==> config.mk <==
export PLATFORM = sky130hd
export DESIGN_NAME = reverse_sched_flat
export DESIGN_NICKNAME = d
export VERILOG_FILES = /design/src/rtl/reverse_sched_if.sv /design/src/rtl/reverse_sched.sv /design/src/flat_wrapper.sv
export SDC_FILE = /design/constraint.sdc
export NUM_CORES = 2
export LEC_CHECK = 0
export CAP_MARGIN = 20
export CORE_AREA = 8 8 475 477
export CTS_BUF_LIST = sky130_fd_sc_hd__clkbuf_4 sky130_fd_sc_hd__clkbuf_8
export CTS_CLUSTER_DIAMETER = 120
export DETAILED_ROUTE_END_ITERATION = 10
export DIE_AREA = 0 0 483 485
export DONT_BUFFER_PORTS = 1
export HOLD_SLACK_MARGIN = 0.03
export PLACE_DENSITY = 0.38
export SKIP_CTS_REPAIR_TIMING = 1
export SYNTH_ARGS = -nofsm -noshare
export SYNTH_HDL_FRONTEND = slang
export SYNTH_SLANG_ARGS = --single-unit
==> constraint.sdc <==
create_clock -name clk -period 4 [get_ports clk]
set_clock_uncertainty 0.15 [all_clocks]
set_input_delay 0.8 -clock clk [delete_from_list [all_inputs] [get_ports clk]]
set_output_delay 0.8 -clock clk [all_outputs]
set_load 0.1 [all_outputs]
==> src/rtl/reverse_sched_if.sv <==
`default_nettype none
`timescale 1ns/1ps
// ============================================================================
// Module   : reverse_sched_if
// Brief    : Valid/ready beat stream (master drives val/dat, slave drives rdy)
// Revision : 1.0
// ============================================================================
interface reverse_sched_if #(
    parameter int DW = 512
);
    logic          val;
    logic          rdy;
    logic [DW-1:0] dat;

    modport master (output val, output dat, input rdy);
    modport slave  (input val, input dat, output rdy);
endinterface
`default_nettype wire

==> src/rtl/reverse_sched.sv <==
`default_nettype none
`timescale 1ns/1ps
// ============================================================================
// Module   : reverse_sched
// Brief    : Feeds source beats to a byte-reversal engine in 128-bit slices and
//            reassembles its byte stream into result beats.
//            Optional busy-cycle counter: REVERSE_SCHED_PERF_CNT_EN.
// Revision : 1.0
// ============================================================================
module reverse_sched #(
    parameter int AXI_DW = 512,
    parameter int NUM_W  = 16
) (
    input  logic              clk,
    input  logic              rstn,
    input  logic              cfg_start_i,
    input  logic [NUM_W-1:0]  cfg_num_i,
    output logic              cfg_busy_o,
    output logic              cfg_done_o,
    reverse_sched_if.slave    in_s,
    reverse_sched_if.master   out_m,
    output logic              eng_start_o,
    input  logic              eng_rden_i,
    output logic [127:0]      eng_data_o,
    input  logic              eng_bs_val_i,
    input  logic [7:0]        eng_bs_dat_i,
    input  logic              eng_done_i,
    output logic [31:0]       perf_cyc_o
);
    // Slice and byte indices wrap naturally; AXI_DW must be a power-of-two multiple of 256.
    localparam int C_NSL = AXI_DW / 128;
    localparam int C_SLW = $clog2(C_NSL);
    localparam int C_BW  = $clog2(AXI_DW / 8);

    typedef enum logic [2:0] {
        S_IDLE  = 3'd0,
        S_LOAD  = 3'd1,
        S_START = 3'd2,
        S_RUN   = 3'd3,
        S_PUSH  = 3'd4,
        S_DONE  = 3'd5
    } state_t;

    state_t             r_state;
    logic [NUM_W-1:0]   r_rem;
    logic [C_SLW-1:0]   r_sl;
    logic [C_BW-1:0]    r_bi;
    logic [AXI_DW-1:0]  r_in_buf;
    logic [AXI_DW-1:0]  r_out_buf;
    logic               r_busy;
    logic               r_done;
    logic               r_in_rdy;
    logic               r_out_val;
    logic               r_eng_start;

    always_ff @(posedge clk or negedge rstn) begin
        if (!rstn) begin
            r_state     <= S_IDLE;
            r_rem       <= '0;
            r_sl        <= '0;
            r_bi        <= '0;
            r_in_buf    <= '0;
            r_out_buf   <= '0;
            r_busy      <= 1'b0;
            r_done      <= 1'b0;
            r_in_rdy    <= 1'b0;
            r_out_val   <= 1'b0;
            r_eng_start <= 1'b0;
        end else begin
            r_done <= 1'b0;
            // Busy covers the done cycle; an accept in that same cycle re-arms it below.
            if (r_done) begin
                r_busy <= 1'b0;
            end
            case (r_state)
                S_IDLE: begin
                    if (cfg_start_i) begin
                        r_rem    <= cfg_num_i;
                        r_busy   <= 1'b1;
                        r_in_rdy <= (cfg_num_i != '0);
                        r_state  <= (cfg_num_i == '0) ? S_DONE : S_LOAD;
                    end
                end
                S_LOAD: begin
                    // Cleared here so a short engine byte count leaves zeros behind.
                    r_out_buf <= '0;
                    if (in_s.val) begin
                        r_in_buf    <= in_s.dat;
                        r_sl        <= '0;
                        r_bi        <= '0;
                        r_in_rdy    <= 1'b0;
                        r_eng_start <= 1'b1;
                        r_state     <= S_START;
                    end
                end
                S_START: begin
                    r_eng_start <= 1'b0;
                    r_state     <= S_RUN;
                end
                S_RUN: begin
                    if (eng_rden_i) begin
                        r_sl <= r_sl + 1'b1;
                    end
                    if (eng_bs_val_i) begin
                        r_out_buf[8*r_bi +: 8] <= eng_bs_dat_i;
                        r_bi                   <= r_bi + 1'b1;
                    end
                    if (eng_done_i) begin
                        r_out_val <= 1'b1;
                        r_state   <= S_PUSH;
                    end
                end
                S_PUSH: begin
                    if (out_m.rdy) begin
                        r_out_val <= 1'b0;
                        r_rem     <= r_rem - 1'b1;
                        if (r_rem == NUM_W'(1)) begin
                            r_state <= S_DONE;
                        end else begin
                            r_in_rdy <= 1'b1;
                            r_state  <= S_LOAD;
                        end
                    end
                end
                S_DONE: begin
                    r_done  <= 1'b1;
                    r_state <= S_IDLE;
                end
                default: begin
                    r_state <= S_IDLE;
                end
            endcase
        end
    end

    assign cfg_busy_o  = r_busy;
    assign cfg_done_o  = r_done;
    assign in_s.rdy    = r_in_rdy;
    assign out_m.val   = r_out_val;
    assign out_m.dat   = r_out_buf;
    assign eng_start_o = r_eng_start;
    assign eng_data_o  = r_in_buf[128*r_sl +: 128];

`ifdef REVERSE_SCHED_PERF_CNT_EN
    logic [31:0] r_perf;

    always_ff @(posedge clk or negedge rstn) begin
        if (!rstn) begin
            r_perf <= 32'd0;
        end else if (r_state == S_IDLE && cfg_start_i) begin
            r_perf <= 32'd0;
        end else if (r_busy && r_perf != 32'hFFFF_FFFF) begin
            r_perf <= r_perf + 32'd1;
        end
    end

    assign perf_cyc_o = r_perf;
`else
    assign perf_cyc_o = 32'd0;
`endif

endmodule
`default_nettype wire
==> src/flat_wrapper.sv <==
// flat-port wrapper written by rule: the top's interface ports become plain ports
module reverse_sched_flat 
#(
    parameter int AXI_DW = 512,
    parameter int NUM_W  = 16
)
  (clk, rstn, cfg_start_i, cfg_num_i, cfg_busy_o, cfg_done_o, eng_start_o, eng_rden_i, eng_data_o, eng_bs_val_i, eng_bs_dat_i, eng_done_i, perf_cyc_o, in_s_val, in_s_dat, in_s_rdy, out_m_val, out_m_dat, out_m_rdy);
  reverse_sched_if in_s_i ();
  reverse_sched_if out_m_i ();
  input  logic clk;
  input  logic rstn;
  input  logic cfg_start_i;
  input  logic [NUM_W-1:0] cfg_num_i;
  output logic cfg_busy_o;
  output logic cfg_done_o;
  output logic eng_start_o;
  input  logic eng_rden_i;
  output logic [127:0] eng_data_o;
  input  logic eng_bs_val_i;
  input  logic [7:0] eng_bs_dat_i;
  input  logic eng_done_i;
  output logic [31:0] perf_cyc_o;
  input wire logic [$bits(in_s_i.val)-1:0] in_s_val;
  input wire logic [$bits(in_s_i.dat)-1:0] in_s_dat;
  output wire logic [$bits(in_s_i.rdy)-1:0] in_s_rdy;
  output wire logic [$bits(out_m_i.val)-1:0] out_m_val;
  output wire logic [$bits(out_m_i.dat)-1:0] out_m_dat;
  input wire logic [$bits(out_m_i.rdy)-1:0] out_m_rdy;
  assign in_s_i.val = in_s_val;
  assign in_s_i.dat = in_s_dat;
  assign in_s_rdy = in_s_i.rdy;
  assign out_m_val = out_m_i.val;
  assign out_m_dat = out_m_i.dat;
  assign out_m_i.rdy = out_m_rdy;
  reverse_sched #(.AXI_DW(AXI_DW), .NUM_W(NUM_W)) u_core (.clk(clk), .rstn(rstn), .cfg_start_i(cfg_start_i), .cfg_num_i(cfg_num_i), .cfg_busy_o(cfg_busy_o), .cfg_done_o(cfg_done_o), .in_s(in_s_i), .out_m(out_m_i), .eng_start_o(eng_start_o), .eng_rden_i(eng_rden_i), .eng_data_o(eng_data_o), .eng_bs_val_i(eng_bs_val_i), .eng_bs_dat_i(eng_bs_dat_i), .eng_done_i(eng_done_i), .perf_cyc_o(perf_cyc_o));
endmodule
==> key figures <==
Yosys
  – List of most frequent post-synthesis cells: sky130_fd_sc_hd__dfrtp_1, sky130_fd_sc_hd__mux2_2, sky130_fd_sc_hd__a22o_1
  – Share of the yosys chip area belonging to registers: 0.612
  – Synthesis-stage register bit count: ~1100
  – Most numerous cell in the Yosys netlist: sky130_fd_sc_hd__dfrtp_1
  – EDFF count, synth: 0
  – Yosys warning count: 0
  – Post-synth ARST share: 1.00
  – Synth area leaders: sky130_fd_sc_hd__dfrtp_1, sky130_fd_sc_hd__mux2_2, sky130_fd_sc_hd__mux4_2
  – Mapped Cells: approximately 3000
  – Most area-hungry cell type in the Yosys netlist: sky130_fd_sc_hd__dfrtp_1
  – Distinct cell type count of the synthesized netlist: 71
  – Synth top area share: 0.612
  – Cell area after technology mapping: ~43000 um^2
  – Commonest register cell after synthesis: sky130_fd_sc_hd__dfrtp_1
  – Avg Cell Area, Syn: ~15 um^2

Critical path
  – Maximum fanout encountered on the critical timing path: 28
  – Kind of start point of the critical path: flip-flop
  – Flop2flop setup slack: about 0.18 ns
  – Maximum cell stage delay along the critical path: 0.82 ns
  – Endpoint class of the critical path: output pin
  – CP cell instances: buf_4 -> mux4_2
  – Cell type of the slowest stage on the worst timing path: sky130_fd_sc_hd__dfrtp_4
  – Buffers and inverters on the worst path: 1
  – Data required time at the worst endpoint: 3.05 ns
  – Crit path arrival time: about 2.9 ns
  – Launch point of the worst reg-to-reg path: u_core.r_bi[1]
  – Dominant delay contributor by cell family on the critical path: flip-flops
  – Critical Path Source: u_core.r_sl[1]
  – WS Path Type: reg2out

Power and ir drop
  – Worst IR Drop VDD: between 500 and 600 uV
  – Static leakage: between 0.02 and 0.025 uW
  – Power per unit of standard cell area: ~860 nW/um^2

Clocking
  – Clock tree from TritonCTS: yes
  – Clock Latency Late Sink: 0.93 ns
  – Maximum buffer depth of the clock tree: 3
  – Max H-tree Level: 4
  – Inserted Clock Buffers: 201
  – Clock root buffer: sky130_fd_sc_hd__clkbuf_8
  – CTS sink cnt: about 1100
  – Clock-pin transition on the worst setup and hold timing paths: 0.05 ns

Place
  – Inst Count DP: between 5000 and 6000
  – Half-perimeter wire length after detailed placement: roughly 160 mm
  – Final GP Congestion: roughly 0.8
  – Buffers added on ports: 0
  – Pre-CTS setup slack: between 0.1 and 0.15 ns

Floorplan
  – Number of placement rows: 172
  – Horiz. Die Dim: around 480 um
  – Initial core utilization: 0.198
  – Height of the chip: around 490 um
  – Number of I/O pins: approximately 1200
  – Area enclosed by the die boundary: 234000 um^2
  – Placeable core region: approximately 220000 um^2

Route
  – Via density: roughly 4.6
  – Count of vias placed by the detailed router: 30900
  – Detailed-route wire length per cell: between 30 and 40 um
  – Drt initial violations: between 2000 and 2500
  – Routed WL: 213 mm
  – Number of optimization iterations in the first detailed-route pass: 5
  – DRC viols: 0
  – Post-route antenna net violation count: 0

Finish
  – Final net count: 4222
  – Number of filler instances in the final layout: between 20000 and 25000
  – Fraction of layout cells with a size suffix above 1: 0.313
  – Final standard cell count with taps included and fillers excluded: ~6700
  – Post-synthesis to final-layout area growth: 33.3%
  – Core occupancy in the finished layout: 0.264

Global route
  – Initial antenna violation count: a little under 90
  – Vias in the first global route: 29500
  – Global-route usage over all layers: 0.169
  – Largest net degree at the start of global routing: 1057
  – Residual overflow from global routing: 0
  – Global-route wire length before repair: roughly 280 mm

Hold path
  – Hold Path Origin: eng_rden_i
  – Path category of the worst min-delay check: in2reg

Timing
  – Number of pins with negative max-slew slack in the final report: 0
  – Highest clock frequency the design can meet: about 0.26 GHz
  – Post-route fraction of the period consumed by the critical path: 0.964
  – Final setup margin: 0.143 ns
  – Worst-case headroom to the max-slew limit: 0.179
  – Setup TNS: 0 ns
  – Final hold viol count: 0
  – Total of endpoints with negative setup slack in the final report: 0
  – RSZ-0062 raised after global routing: true
  – Post-layout minimum cycle time: just under 4 ns
  – Slew of the pin with the lowest slew margin: ~1.2 ns

Run
  – Count of max-cap constraint violations: 0

Status
  – Run status: finished, final reports clean
placed cells by master (no fill, tap or decap), types with 11 or more instances in the layout:
master / n
sky130_fd_sc_hd__a21oi_1: 74
sky130_fd_sc_hd__a22o_1: 320
sky130_fd_sc_hd__a2bb2o_1: 11
sky130_fd_sc_hd__a32o_1: 30
sky130_fd_sc_hd__and2_1: 12
sky130_fd_sc_hd__buf_12: 19
sky130_fd_sc_hd__buf_4: 126
sky130_fd_sc_hd__clkbuf_4: 65
sky130_fd_sc_hd__clkbuf_8: 242
sky130_fd_sc_hd__clkinv_2: 15
sky130_fd_sc_hd__conb_1: 32
sky130_fd_sc_hd__dfrtp_1: 1054
sky130_fd_sc_hd__diode_2: 56
sky130_fd_sc_hd__dlygate4sd3_1: 543
sky130_fd_sc_hd__inv_1: 17
sky130_fd_sc_hd__mux2_2: 513
sky130_fd_sc_hd__mux4_2: 128
sky130_fd_sc_hd__nand2_1: 112
sky130_fd_sc_hd__nand2b_1: 12
sky130_fd_sc_hd__nand3_1: 22
sky130_fd_sc_hd__nor2_1: 85
sky130_fd_sc_hd__nor2_2: 12
sky130_fd_sc_hd__nor3_1: 18
sky130_fd_sc_hd__o21ai_0: 25
sky130_fd_sc_hd__o22ai_1: 67
sky130_fd_sc_hd__o2bb2ai_1: 91
layout make-up:
| class | instances | area [um^2] | share of cell area |
|---|---|---|---|
| clock inverter | 36 | 464 | 0.00806 |
| antenna | 56 | 140 | 0.00243 |
| tap | 2871 | 3590 | 0.0624 |
| inverter | 18 | 67.6 | 0.00117 |
| multi-input combinational | 1695 | 16000 | 0.278 |
| timing repair buffer | 701 | 7060 | 0.123 |
| clock buffer | 307 | 3820 | 0.0663 |
| sequential | 1056 | 26400 | 0.459 |
worst register-to-register path, stage by stage, from the launching register on:
cell and delay, ns:
sky130_fd_sc_hd__dfrtp_1 0.50, sky130_fd_sc_hd__inv_1 0.15, sky130_fd_sc_hd__ha_1 0.44, sky130_fd_sc_hd__nor3b_2 0.30, sky130_fd_sc_hd__buf_4 0.19, sky130_fd_sc_hd__xor2_2 0.49
sky130_fd_sc_hd__nand2_1 0.40, sky130_fd_sc_hd__nor2_1 0.86, sky130_fd_sc_hd__a22o_1 0.27
power by group:
group / switching, uW / total, uW / internal, uW
Clock: 5030 / 11500 / 6480
Combinational: 16200 / 22300 / 6120
Sequential: 2180 / 15700 / 13500
metal layers:
layer / vias to the layer above / track usage / wire length, um
met5: - / 0 / 169
met4: 24 / 0.0378 / 4180
met3: 307 / 0.0827 / 22300
met2: 1532 / 0.266 / 97400
met1: 16300 / 0.209 / 88600
li1: 12700 / - / -
stage by stage:
stage,total power [uW],hold WS [ns],cell area [um^2]
after floorplan,31900,0.315,43300
after global placement,37200,0.330,47300
after detailed placement,37400,0.341,47300
after CTS,49200,-0.727,51600
after global routing,51600,0.0321,57600
final,49600,0.0905,57600
path summary, 6_finish.rpt:
check                      cells after the start               endpoint
max                                            2         eng_data_o[65]
min                                            4         u_core.r_sl[1]
max reg2reg                                    8  u_core.out_m.dat[136]
min reg2reg                                    1   u_core.r_in_buf[323]
max in group asynchronous                      5  u_core.out_m.dat[164]
min in group asynchronous                      2   u_core.r_in_buf[488]
registers in the layout, indices dropped and copies added (netlist names):
register            flops
u_core.cfg_done_o       1
u_core.r_state          3
u_core.out_m.val        1
u_core.eng_start_o      1
u_core.out_m.dat      512
u_core.r_in_buf       512
u_core.r_sl             2
u_core.in_s.rdy         1
u_core.cfg_busy_o       1
u_core.r_rem           16
u_core.r_bi             6
kinds of logic after synthesis:
kind of cell,after synthesis,synth area share
other cells,1,0.0000868
compound gates,655,0.121
simple gates,351,0.0392
mux,644,0.201
xor+xnor,8,0.00162
fa+ha+maj,5,0.00145
buf+inv,232,0.0235
flops,1056,0.612
No activity file was read; power rests on OpenSTA's default activity.
